`src/rtl/lsu_pkg.sv`:
```
// Shared definitions for the load/store unit: RV32I width codes, FSM states
// and the request legality check used at acceptance.
package lsu_pkg;

  localparam logic [2:0] LSU_B  = 3'b000;
  localparam logic [2:0] LSU_H  = 3'b001;
  localparam logic [2:0] LSU_W  = 3'b010;
  localparam logic [2:0] LSU_BU = 3'b100;
  localparam logic [2:0] LSU_HU = 3'b101;

  typedef enum logic [2:0] {
    S_IDLE,
    S_RD,
    S_CAP,
    S_WR,
    S_FIN
  } lsu_state_e;

  // A request is rejected when its width code is undefined for the access
  // direction, or when the address is not aligned to the access size.
  function automatic logic req_bad(input logic we, input logic [2:0] funct3,
                                   input logic [1:0] offset);
    logic illegal;
    logic misaligned;
    if (we) illegal = !(funct3 inside {LSU_B, LSU_H, LSU_W});
    else    illegal = !(funct3 inside {LSU_B, LSU_H, LSU_W, LSU_BU, LSU_HU});
    case (funct3)
      LSU_H, LSU_HU: misaligned = offset[0];
      LSU_W:         misaligned = (offset != 2'b00);
      default:       misaligned = 1'b0;
    endcase
    return illegal || misaligned;
  endfunction

endpackage

```
`src/rtl/lsu_align.sv`:
```
// Byte-lane steering: load extract/extend and sub-word store merge.
// Lanes are little-endian, lane k occupies bits [8k+7:8k].
module lsu_align
  import lsu_pkg::*;
(
  input  logic [31:0] word,
  input  logic [31:0] wdata,
  input  logic [1:0]  offset,
  input  logic [2:0]  funct3,
  output logic [31:0] load_data,
  output logic [31:0] store_data
);

  logic [7:0]  byte_sel;
  logic [15:0] half_sel;

  always_comb begin
    // NOTE: every output gets a default first, otherwise a latch is inferred.
    byte_sel   = word[{offset, 3'b000} +: 8];
    half_sel   = offset[1] ? word[31:16] : word[15:0];
    load_data  = word;
    store_data = wdata;

    case (funct3)
      LSU_B:   load_data = {{24{byte_sel[7]}}, byte_sel};
      LSU_BU:  load_data = {24'b0, byte_sel};
      LSU_H:   load_data = {{16{half_sel[15]}}, half_sel};
      LSU_HU:  load_data = {16'b0, half_sel};
      default: load_data = word;
    endcase

    case (funct3)
      LSU_B: begin
        store_data = word;
        store_data[{offset, 3'b000} +: 8] = wdata[7:0];
      end
      LSU_H: begin
        store_data = word;
        store_data[{offset[1], 4'b0000} +: 16] = wdata[15:0];
      end
      default: store_data = wdata;
    endcase
  end

endmodule

```
`src/rtl/load_store_unit.sv`:
```
// RV32I load/store front end for a word-addressed memory without byte
// enables; sub-word stores go through read-modify-write. All outputs registered.
module load_store_unit
  import lsu_pkg::*;
#(
  parameter int ADDR_W = 32,
  parameter int DATA_W = 32
) (
  input  logic              CLK,
  input  logic              RST_N,
  input  logic              REQ,
  input  logic              WE,
  input  logic [2:0]        FUNCT3,
  input  logic [ADDR_W-1:0] ADDR,
  input  logic [DATA_W-1:0] WDATA,
  output logic              BUSY,
  output logic              DONE,
  output logic              ERR,
  output logic [DATA_W-1:0] RDATA,
  output logic              MEM_EN,
  output logic              MEM_RW,
  output logic [31:0]       MEM_ADDR,
  output logic [DATA_W-1:0] MEM_DIN,
  input  logic [DATA_W-1:0] MEM_DOUT
);

  lsu_state_e  state_q, state_d;
  logic        we_q, we_d;
  logic [2:0]  f3_q, f3_d;
  logic [1:0]  off_q, off_d;
  logic [31:0] wdata_q, wdata_d;

  logic        busy_d, done_d, err_d, mem_en_d, mem_rw_d;
  logic [31:0] rdata_d, mem_addr_d, mem_din_d;
  logic [31:0] load_data, store_data;

  lsu_align u_align (
    .word       (MEM_DOUT),
    .wdata      (wdata_q),
    .offset     (off_q),
    .funct3     (f3_q),
    .load_data  (load_data),
    .store_data (store_data)
  );

  always_comb begin
    state_d    = state_q;
    we_d       = we_q;
    f3_d       = f3_q;
    off_d      = off_q;
    wdata_d    = wdata_q;
    err_d      = 1'b0;
    rdata_d    = RDATA;
    mem_addr_d = MEM_ADDR;
    mem_din_d  = MEM_DIN;

    case (state_q)
      S_IDLE: begin
        if (REQ) begin
          we_d       = WE;
          f3_d       = FUNCT3;
          off_d      = ADDR[1:0];
          wdata_d    = WDATA;
          mem_addr_d = 32'(ADDR[ADDR_W-1:2]);
          if (req_bad(WE, FUNCT3, ADDR[1:0])) begin
            state_d = S_FIN;
            err_d   = 1'b1;
          end else if (WE && FUNCT3 == LSU_W) begin
            state_d   = S_WR;
            mem_din_d = WDATA;
          end else begin
            state_d = S_RD;
          end
        end
      end
      S_RD:  state_d = S_CAP;
      S_CAP: begin
        // Read data is on MEM_DOUT now: finish the load or build the merged word.
        if (we_q) begin
          mem_din_d = store_data;
          state_d   = S_WR;
        end else begin
          rdata_d = load_data;
          state_d = S_FIN;
        end
      end
      S_WR:    state_d = S_FIN;
      S_FIN:   state_d = S_IDLE;
      default: state_d = S_IDLE;
    endcase

    // Moore outputs are precomputed from the next state so they register cleanly.
    busy_d   = (state_d != S_IDLE);
    done_d   = (state_d == S_FIN);
    mem_en_d = (state_d == S_RD) || (state_d == S_WR);
    mem_rw_d = (state_d == S_WR);
  end

  always_ff @(posedge CLK or negedge RST_N) begin
    if (!RST_N) begin
      state_q  <= S_IDLE;
      we_q     <= 1'b0;
      f3_q     <= 3'b000;
      off_q    <= 2'b00;
      wdata_q  <= '0;
      BUSY     <= 1'b0;
      DONE     <= 1'b0;
      ERR      <= 1'b0;
      RDATA    <= '0;
      MEM_EN   <= 1'b0;
      MEM_RW   <= 1'b0;
      MEM_ADDR <= '0;
      MEM_DIN  <= '0;
    end else begin
      // NOTE: non-blocking so every register samples pre-edge values.
      state_q  <= state_d;
      we_q     <= we_d;
      f3_q     <= f3_d;
      off_q    <= off_d;
      wdata_q  <= wdata_d;
      BUSY     <= busy_d;
      DONE     <= done_d;
      ERR      <= err_d;
      RDATA    <= rdata_d;
      MEM_EN   <= mem_en_d;
      MEM_RW   <= mem_rw_d;
      MEM_ADDR <= mem_addr_d;
      MEM_DIN  <= mem_din_d;
    end
  end

endmodule

```
`config.mk`:
```
export PLATFORM = sky130hd
export DESIGN_NAME = load_store_unit
export DESIGN_NICKNAME = d
export VERILOG_FILES = /design/src/rtl/lsu_pkg.sv /design/src/rtl/lsu_align.sv /design/src/rtl/load_store_unit.sv
export SDC_FILE = /design/constraint.sdc
export NUM_CORES = 1
export LEC_CHECK = 0
export ABC_AREA = 0
export BUFFER_PORTS_ARGS = -buffer_cell sky130_fd_sc_hd__buf_4
export CAP_MARGIN = 20
export CORE_ASPECT_RATIO = 1.4
export CORE_MARGIN = 2
export CORE_UTILIZATION = 55
export CTS_CLUSTER_SIZE = 25
export DETAILED_ROUTE_END_ITERATION = 6
export PLACE_DENSITY = 0.83
export REMOVE_ABC_BUFFERS = 1
export SETUP_SLACK_MARGIN = 0.3
export SLEW_MARGIN = 5
export SYNTH_ARGS = -nofsm -noshare
export SYNTH_HDL_FRONTEND = slang
export SYNTH_HIERARCHICAL = 1
export SYNTH_SLANG_ARGS = --single-unit
```
`constraint.sdc`:
```
create_clock -name CLK -period 5.59 [get_ports CLK]
set_input_delay 0.559 -clock CLK [delete_from_list [all_inputs] [get_ports CLK]]
set_output_delay 0.559 -clock CLK [all_outputs]
set_load 0.02 [all_outputs]
```
Word-level counts from Yosys, hierarchy flattened --
Cells that the tools add are included.
Word-level totals: bits in registers 140, input port bits 103, output and inout port bits 101, logic and storage cells 79
Operators by class: $add $sub $neg 2, eq/ne operators 17, shifts and indexed selects 5, muxes and demuxes 24, bitwise logic cells 1, reductions and logical operators 17
Operators by type and width (count):
- $mux 32 | 4
- $pmux 32 s2 | 2
- $pmux 32 s4 | 1
- $bwmux 32 | 2
- $shift 16x7->32 const A | 1
- $shift 8x7->32 const A | 1
- $shiftx 16x7->32 | 1
- $shiftx 32x6->8 | 1
- $shiftx 8x7->32 | 1
- $mux 16 | 1
- $eq 3x3->1 const B | 5
- $neg 5->7 | 2
- $eq 3x1->1 const B | 4
- $eq 3x2->1 const B | 4
- $pmux 3 s4 | 1
- $logic_not 3->1 | 3
- $mux 3 | 3
- $mux 1 | 8
- $ne 2x2->1 const B | 4
- $reduce_bool 3->1 | 2
- $reduce_and 5->1 | 1
- $reduce_bool 5->1 | 1
- $reduce_and 2->1 | 2
- $reduce_bool 2->1 | 2
- 7 further kinds | 9

Logic depth before layout (Yosys ltp) --
Gate-level depths: netlist of the first run.
depth in word-level cells 12, gate-level depth with buffers 9, mapped depth without buffers 8

Cells and area by module --
Netlist of the first run, hierarchy kept.
By module, submodules not included:
- load_store_unit | instances 1, cells an instance 348, area an instance 5635.4 um^2, sequential area each 3503.4 um^2
- lsu_align | instances 1, cells an instance 300, area an instance 1883.1 um^2, sequential area each 0.0 um^2

Worst setup path after synthesis of the first run --
No wires, ideal clock.
kind register -> register, start point reg off_q[1], end point reg MEM_DIN[21], library setup time 0.125 ns, arrival time 2.240 ns, data required time 5.465 ns, setup slack 3.226 ns, cell stages (with the launch flop) 10, path buffers 1, clock period less this slack 2.364 ns, path through dfrtp_1 > inv_1 > buf_2 > ha_1 > nand2b_1 > o41ai_2 > and3_1 > a221o_1 > mux2_2 > mux2_2
Between the ends: word-level cells in the longest chain between the ends 6, elaborated cells between the ends (all ways) 11, classes of those cells add/sub (2); shift (4); mux (5)
RTL lines:
- start: declaration | line load_store_unit.sv:30 | logic [1:0] off_q, off_d;
- start signal: assignment | line load_store_unit.sv:104 | off_q <= 2'b00;
- start signal: assignment | line load_store_unit.sv:119 | off_q <= off_d;
- $neg 5->7 (on tied branches) | line lsu_align.sv:39, lsu_align.sv:35
- $shiftx 16x7->32 (tied with other cells) | line lsu_align.sv:39 | store_data[{offset[1], 4'b0000} +: 16] = wdata[15:0];
- $bwmux 32 (on tied branches) | line lsu_align.sv:39, lsu_align.sv:35
- $pmux 32 s2 (*) | line lsu_align.sv:32 | case (funct3)
- via store_data[21] | line load_store_unit.sv:35 | logic [31:0] load_data, store_data;
- $mux 32 (*) | line load_store_unit.sv:79 | if (we_q) begin
- $pmux 32 s2 (*) | line load_store_unit.sv:57 | case (state_q)
- end signal: assignment | line load_store_unit.sv:128 | MEM_DIN <= mem_din_d;
- end: declaration | line load_store_unit.sv:23 | output logic [DATA_W-1:0] MEM_DIN,
Mark *: on every way through the listed nets, which the timed path passes. The rest lies on a longest branch. The select of a mux whose other input is x is not followed. A chain may end at the register's enable or synchronous reset.

Worst setup path in the final report of the first run --
start point reg state_q[2], end point reg MEM_DIN[2]
Between the ends: word-level cells in the longest chain between the ends 3, elaborated cells between the ends (all ways) 9, classes of those cells eq/ne (5); mux (1); reduce/logical (3)
RTL lines:
- start: declaration | line load_store_unit.sv:27 | lsu_state_e state_q, state_d;
- start signal: assignment | line load_store_unit.sv:116 | state_q <= state_d;
- $eq 3x2->1 / $logic_not 3->1 (equally long branches) | line load_store_unit.sv:57
- $ne 2x2->1 (no line) / $reduce_bool 2->1 (equally long branches)
- $reduce_and 5->1 (no line)
Parallel ways exist; a longest one is shown, timed or not.

==> impl_metrics.env, run 1 <==
export IMPL_track_usage_pct=29.4
export IMPL_coreArea_sq_um=13400
export IMPL_stdcell_area_sq_um=9680
export IMPL_clockPowerShare_pct=18.2
export IMPL_ys_seq_area_share_pct=46.6
export IMPL_status="finished, final reports clean"
export IMPL_final_nets=941
export IMPL_clk_pin_slew_worst_paths_ns=0.06
export IMPL_antenna_left=0
export IMPL_row_count=50
export IMPL_total_leakage_power_nw=4.42
export IMPL_cts_tree="done"
export IMPL_fmax_mhz=310
export IMPL_drive_gt1_share_pct=51.3
export IMPL_slew_headroom_pct=37.6
export IMPL_synth_distinct_cells=55
export IMPL_postSynthCellCount=648
export IMPL_instances_no_fill=1028
export IMPL_area_growth_pct=28.8
export IMPL_cts_resized=0
export IMPL_p_comb_share_pct=51.0
export IMPL_tightest_slew_ns=0.936
export IMPL_gp_congestion=0.890
export IMPL_rsz0062_at_grt="false"
export IMPL_holdWs_ns=0.176
export IMPL_fin_crit_sh_pct=57.7
export IMPL_hold_viol_final=0
export IMPL_synth_flop_cell="dfrtp_1"
export IMPL_hp_class="in2async"
export IMPL_overflow=0
export IMPL_synth_seq_cells=140
export IMPL_yosysMostFrequentCell="mux2_2"
export IMPL_clock_skew_ns=0.00933
export IMPL_synth_edf_count=0
export IMPL_critPathMaxFanout=70
export IMPL_yosys_area_top_type="dfrtp_1"
export IMPL_diodes=0
export IMPL_clk_latency_ns=0.42
export IMPL_ys_warn_count=6
export IMPL_grt_first_pass_wirelength_um=33000
export IMPL_cts_max_level=4
export IMPL_synth_area_leaders="dfrtp_1 (47%), mux2_2 (25%), nand2_1 (2.7%), nor2_1 (2.0%), a221oi_1 (1.9%)"
export IMPL_grt_pass1_vias=6406
export IMPL_critPathLaunchType="flop"
export IMPL_vias_per_cell=6.05
export IMPL_hold_buffers=0
export IMPL_routed_via_count=6218
export IMPL_fp_dieH_um=142
export IMPL_dp_hpwl_um=14500
export IMPL_place_area_sq_um=9070
export IMPL_initial_core_util_pct=56.2
export IMPL_antenna_found_initial=0
export IMPL_seqPwrFrac_pct=30.7
export IMPL_synth_top_area_share_pct=46.6
export IMPL_syn_area_sq_um=7520
export IMPL_wl_um=21200
export IMPL_drc=0
export IMPL_critPathArrivalTime_ns=3.53
export IMPL_rr_worst_depth=6
export IMPL_max_clock_path_buffers=2
export IMPL_yosys_top_cells_count="mux2_2 (167), dfrtp_1 (140), nand2_1 (54)"
export IMPL_root_buffer="clkbuf_16"
export IMPL_die_w_um=103
export IMPL_first_pass_iters=6
export IMPL_switchingPower_mw=2.55
export IMPL_dp_cells=995
export IMPL_grt_max_degree=81
export IMPL_dieArea_sq_um=14600
export IMPL_internal_power_mw=3.65
export IMPL_routedWlPerCell_um=20.6
export IMPL_crit_type="reg2reg"
export IMPL_cp_end_kind="flop"
export IMPL_ios=204
export IMPL_required_ns=5.89
export IMPL_async_flop_share_pct=100
export IMPL_vdd_drop_max_mv=0.359
export IMPL_clock_sinks=140
export IMPL_power_density_nw_per_um2=640
export IMPL_min_period_ns=3.23
export IMPL_avgSynthCellArea_sq_um=11.6
export IMPL_numCtsBuffers=17
export IMPL_slew_viol_final=0
export IMPL_cts_setup_buffers=0
export IMPL_netSwitchingFraction_pct=41.1
export IMPL_setup_viol=0
export IMPL_dr_first_iter_drc_count=517
export IMPL_final_setup_tns_ns=0
export IMPL_max_cap_violations=0
export IMPL_portBuffers=201
[metrics by stage]
step           setup WS (ns)  util [%]  power [mW]
2_1_floorplan          0.703         -        3.84
3_3_place_gp            2.41      67.7        4.91
3_5_place_dp            2.32      67.7        5.02
4_1_cts                 2.34      72.1        6.19
5_1_grt                 2.19      72.3        6.54
6_report                2.36      72.3        6.20
[placed cells by master (no fill, tap or decap), types with 3 or more instances in the layout]
| cell type | count |
|---|---|
| dfrtp_1 | 140 |
| inv_1 | 3 |
| buf_4 | 209 |
| o221a_2 | 7 |
| nor3_1 | 17 |
| and3_1 | 8 |
| a22o_1 | 8 |
| a211oi_1 | 15 |
| nand2b_1 | 6 |
| a21oi_1 | 17 |
| mux2_2 | 167 |
| inv_6 | 4 |
| nor2b_1 | 4 |
| a221o_1 | 10 |
| nand2_1 | 54 |
| ha_1 | 5 |
| o21ai_1 | 5 |
| a221oi_1 | 16 |
| or3_1 | 7 |
| mux2i_1 | 14 |
| o21ai_0 | 20 |
| clkinv_4 | 3 |
| clkbuf_16 | 17 |
| nor2_1 | 40 |
| nor2_2 | 3 |
| a22oi_1 | 3 |
[power by group through the flow]
stage,sequential [mW],combinational [mW],clock (mW)
6_report,1.90,3.16,1.13
5_1_grt,1.96,3.39,1.19
4_1_cts,1.90,3.14,1.15
3_5_place_dp,1.91,3.11,0
3_3_place_gp,1.87,3.04,0
2_1_floorplan,2.33,1.51,0
[area by class of cell]
class                           instances  area, sq um
Inverter                                7         28.8
Clock inverter                         14          158
Fill cell                             963         3700
Sequential cell                       140         3500
Timing Repair Buffer                  211         1610
Clock buffer                           18          429
Tap cell                              182          228
Multi-Input combinational cell        456         3730
[metal layers]
layer	GRT usage (%)	part of all wire, %
met3	6.48	6.4
met4	13.0	3.7
met5	0	0
met1	36.2	39
met2	49.3	51
[kinds of logic after synthesis]
| kind of cell | share of synthesized area, % |
|---|---|
| buf+inv | 4.01 |
| flops | 46.6 |
| fa+ha+maj | 0.832 |
| simple gates | 9.82 |
| other cells | 0.0499 |
| compound gates | 11.7 |
| mux | 27.0 |
[final timing paths]
check | start | to | slack [ns]
worst max register to register | state_q[2] | MEM_DIN[2] | 2.36
worst max-delay path | state_q[2] | MEM_DIN[2] | 2.36
worst min-delay path | RST_N | state_q[2] | 0.18
max in group asynchronous | RST_N | RDATA[6] | 4.16
min in group CLK | ADDR[27] | MEM_ADDR[25] | 0.37
worst min register to register | RDATA[24] | RDATA[24] | 0.51
[flip-flops by register name (all words and copies together), names as in the netlist]
signal	count
BUSY	1
DONE	1
ERR	1
MEM_ADDR	30
MEM_DIN	32
MEM_EN	1
MEM_RW	1
RDATA	32
f3_q	3
off_q	2
state_q	3
wdata_q	32
we_q	1
[critical path, cell delays in order (launching register included)]
cell and delay [ns]:
dfrtp_1 0.51, nor4b_4 0.31, buf_4 0.76, o21ai_1 0.32, a221oi_4 0.32, buf_4 0.47, mux2_2 0.40
Note: power is estimated with default switching activity, not from simulation.
==> run 2: changes to the inputs <==
--- a/config.mk
+++ b/config.mk
@@ -5,15 +5,15 @@
 export SDC_FILE = /design/constraint.sdc
 export NUM_CORES = 1
 export LEC_CHECK = 0
-export ABC_AREA = 0
+export ABC_AREA = 1
 export BUFFER_PORTS_ARGS = -buffer_cell sky130_fd_sc_hd__buf_4
 export CAP_MARGIN = 20
 export CORE_ASPECT_RATIO = 1.4
 export CORE_MARGIN = 2
-export CORE_UTILIZATION = 55
+export CORE_UTILIZATION = 49
 export CTS_CLUSTER_SIZE = 25
 export DETAILED_ROUTE_END_ITERATION = 6
-export PLACE_DENSITY = 0.83
+export PLACE_DENSITY = 0.77
 export REMOVE_ABC_BUFFERS = 1
 export SETUP_SLACK_MARGIN = 0.3
 export SLEW_MARGIN = 5
==> constraint.sdc (replaced) <==
create_clock -name CLK -period 2.64 [get_ports CLK]
set_input_delay 0.264 -clock CLK [delete_from_list [all_inputs] [get_ports CLK]]
set_output_delay 0.264 -clock CLK [all_outputs]
set_load 0.02 [all_outputs]
==> impl_metrics.env, run 2 <==
export IMPL_die_w_um=114
export IMPL_required_ns=2.95
export IMPL_rsz0062_at_grt="true"
export IMPL_switchingPower_mw=6.24
export IMPL_max_cap_violations=0
export IMPL_power_density_nw_per_um2=1350
export IMPL_clock_sinks=140
export IMPL_clockPowerShare_pct=18.2
export IMPL_register_area_sq_um=3500
export IMPL_grt_pass1_vias=7560
export IMPL_synth_distinct_cells=26
export IMPL_hold_path_end="MEM_ADDR[24]"
export IMPL_fin_ws_ns=0.427
export IMPL_tightest_slew_ns=0.699
export IMPL_crit_type="reg2reg"
export IMPL_yosys_area_top_type="dfrtp_1"
export IMPL_final_setup_tns_ns=0
export IMPL_overflow=0
export IMPL_dieArea_sq_um=18200
export IMPL_setup_viol=0
export IMPL_slew_headroom_pct=53.3
export IMPL_cp_end_kind="flop"
export IMPL_p_comb_share_pct=54.3
export IMPL_slew_viol_final=0
export IMPL_p_total_mw=14.2
export IMPL_critPathMaxFanout=24
export IMPL_dp_hpwl_um=16800
export IMPL_met1_usage_pct=33.9
export IMPL_synth_top_area_share_pct=41.8
export IMPL_postSynthCellCount=1078
export IMPL_min_period_ns=2.21
export IMPL_r2r_setup_slack_ns=0.43
export IMPL_fillers=1504
export IMPL_max_clock_path_buffers=2
export IMPL_multi_input_area_sq_um=4170
export IMPL_yosysMostFrequentCell="nand2_1"
export IMPL_ys_warn_count=6
export IMPL_first_pass_iters=7
export IMPL_timing_rr_end="RDATA[8]"
export IMPL_fp_dieH_um=159
export IMPL_clk_pin_slew_worst_paths_ns=0.06
export IMPL_vias_per_cell=5.41
export IMPL_rr_worst_depth=8
export IMPL_grt_busiest_layer="met2"
export IMPL_synth_flop_cell="dfrtp_1"
export IMPL_fin_crit_sh_pct=83.8
export IMPL_antenna_found_initial=0
export IMPL_async_flop_share_pct=100
export IMPL_syn_area_sq_um=8370
export IMPL_area_growth_pct=25.8
export IMPL_root_buffer="clkbuf_16"
export IMPL_crit_reg2reg_launch="off_q[1]"
export IMPL_reg_top3="MEM_DIN x32, RDATA x32, wdata_q x32"
export IMPL_routed_via_count=7900
export IMPL_cts_max_level=4
export IMPL_track_usage_pct=26.4
export IMPL_coreArea_sq_um=16700
export IMPL_dp_slack_ns=0.470
export IMPL_initial_core_util_pct=50.0
export IMPL_met3_usage_pct=4.38
export IMPL_total_leakage_power_nw=5.57
export IMPL_hold_start="ADDR[26]"
export IMPL_cts_setup_buffers=0
export IMPL_critPathLaunchType="flop"
export IMPL_layout_commonest_cell="nand2_1"
export IMPL_row_count=56
export IMPL_cts_tree="done"
export IMPL_gp_congestion=0.917
export IMPL_dr_first_iter_drc_count=729
export IMPL_seqPwrFrac_pct=27.6
export IMPL_drive_gt1_share_pct=27.8
export IMPL_synth_seq_cells=140
export IMPL_hold_viol_final=0
export IMPL_ios=204
export IMPL_diodes=0
export IMPL_holdPathStages=2
export IMPL_wl_um=23700
export IMPL_yosys_top_cells_count="nand2_1 (326), nand3_1 (148), dfrtp_1 (140)"
export IMPL_violations="DRC"
export IMPL_synth_edf_count=0
export IMPL_critPathArrivalTime_ns=2.53
export IMPL_final_nets=1352
export IMPL_hp_class="in2reg"
export IMPL_grt_first_pass_wirelength_um=37900
export IMPL_portBuffers=201
export IMPL_antenna_left=0
export IMPL_grt_max_degree=76
export IMPL_routedWlPerCell_um=16.2
export IMPL_drc=1
export IMPL_internal_power_mw=7.93
export IMPL_ys_seq_area_share_pct=41.8
export IMPL_clk_latency_ns=0.43
export IMPL_final_cell_mix="nand2_1 (324), buf_4 (212), nand3_1 (148)"
export IMPL_synth_area_leaders="dfrtp_1 (42%), nand2_1 (15%), nand3_1 (8.8%), mux2_2 (7.1%), mux2_4 (5.4%)"
export IMPL_avgSynthCellArea_sq_um=7.77
export IMPL_vdd_drop_max_mv=0.589
export IMPL_numCtsBuffers=17
export IMPL_status="finished, violations left"
export IMPL_met2_usage_pct=43.8
export IMPL_clock_skew_ns=0.00935
export IMPL_netSwitchingFraction_pct=44.0
export IMPL_fmax_mhz=452
==> run 2: changes by cell type in the layout (fill, tap and decap cells not counted), sizes merged, moves of 35 or more <==
cell,delta
mux2,-85
nand3,+149
inv,+60
o21ai,+35
nand2,+276
nor2,+68
==> run 2: power by group through the flow <==
| stage | logic, mW | registers (mW) | clock network [mW] |
|---|---|---|---|
| CTS | 7.63 | 3.89 | 2.61 |
| floorplan | 3.99 | 4.80 | 0 |
| global route | 8.42 | 4.03 | 2.69 |
| finish | 7.68 | 3.90 | 2.58 |
| detailed placement | 7.60 | 3.91 | 0 |
| global placement | 7.44 | 3.88 | 0 |
==> run 2: through the flow <==
step	hold slack, ns	instances	utilization, %	instance area [sq um]
2_1_floorplan	-0.0316	1008	-	7940
3_3_place_gp	0.195	1427	59.0	9870
3_5_place_dp	0.194	1427	59.0	9870
4_1_cts	0.0549	1460	62.8	10500
5_1_grt	0.0625	1460	62.9	10500
6_report	0.0586	1460	62.9	10500
==> run 2: worst max-delay path by stage <==
stage	slack (ns)	start	cells past startpoint	to
final	0.43	off_q[1]	8	RDATA[8]
after global routing	0.29	off_q[1]	11	MEM_DIN[10]
after CTS	0.45	off_q[0]	11	MEM_DIN[27]
after detailed placement	0.47	off_q[0]	11	MEM_DIN[27]
after global placement	0.52	off_q[0]	11	MEM_DIN[24]
after floorplan	-0.56	off_q[1]	11	MEM_DIN[6]
==> run 2: worst max-delay path, stage by stage, from the launching register on <==
cell and delay, ns:
dfrtp_2 0.40, inv_2 0.21, buf_4 0.33, nand2_1 0.12, nand2_1 0.07, nand2_1 0.08, nand3_2 0.37, nand3_1 0.20
mux2_4 0.30
==> run 2: kinds of logic after synthesis <==
| family | count (synthesis) | synth area share [%] |
|---|---|---|
| fa+ha+maj | 5 | 0.747 |
| flops | 140 | 41.8 |
| simple gates | 610 | 30.7 |
| other cells | 1 | 0.0448 |
| mux | 83 | 12.5 |
| compound gates | 93 | 5.62 |
| buf+inv | 146 | 8.55 |
==> run 2: timing repair <==
action / CTS / global route
setup endpoints to repair: 0 / 13
hold endpoints to repair: 34 / 0
resized for setup: 0 / 2
hold buffers: 1 / 0
==> run 2: area by class of cell <==
class,instances,area share [%]
repair buffers,217,15.9
clock inverters,9,1.26
well taps,203,2.41
flip-flops and latches,140,33.3
multi-input cells,793,39.6
clock buffers,23,4.82
inverters,75,2.73
==> run 2: metal layers <==
layer | share of wire (%) | wire length (um)
met1 | 41 | 9820
met4 | 3.2 | 765
met5 | 0 | 0
met3 | 6.7 | 1590
met2 | 49 | 11500
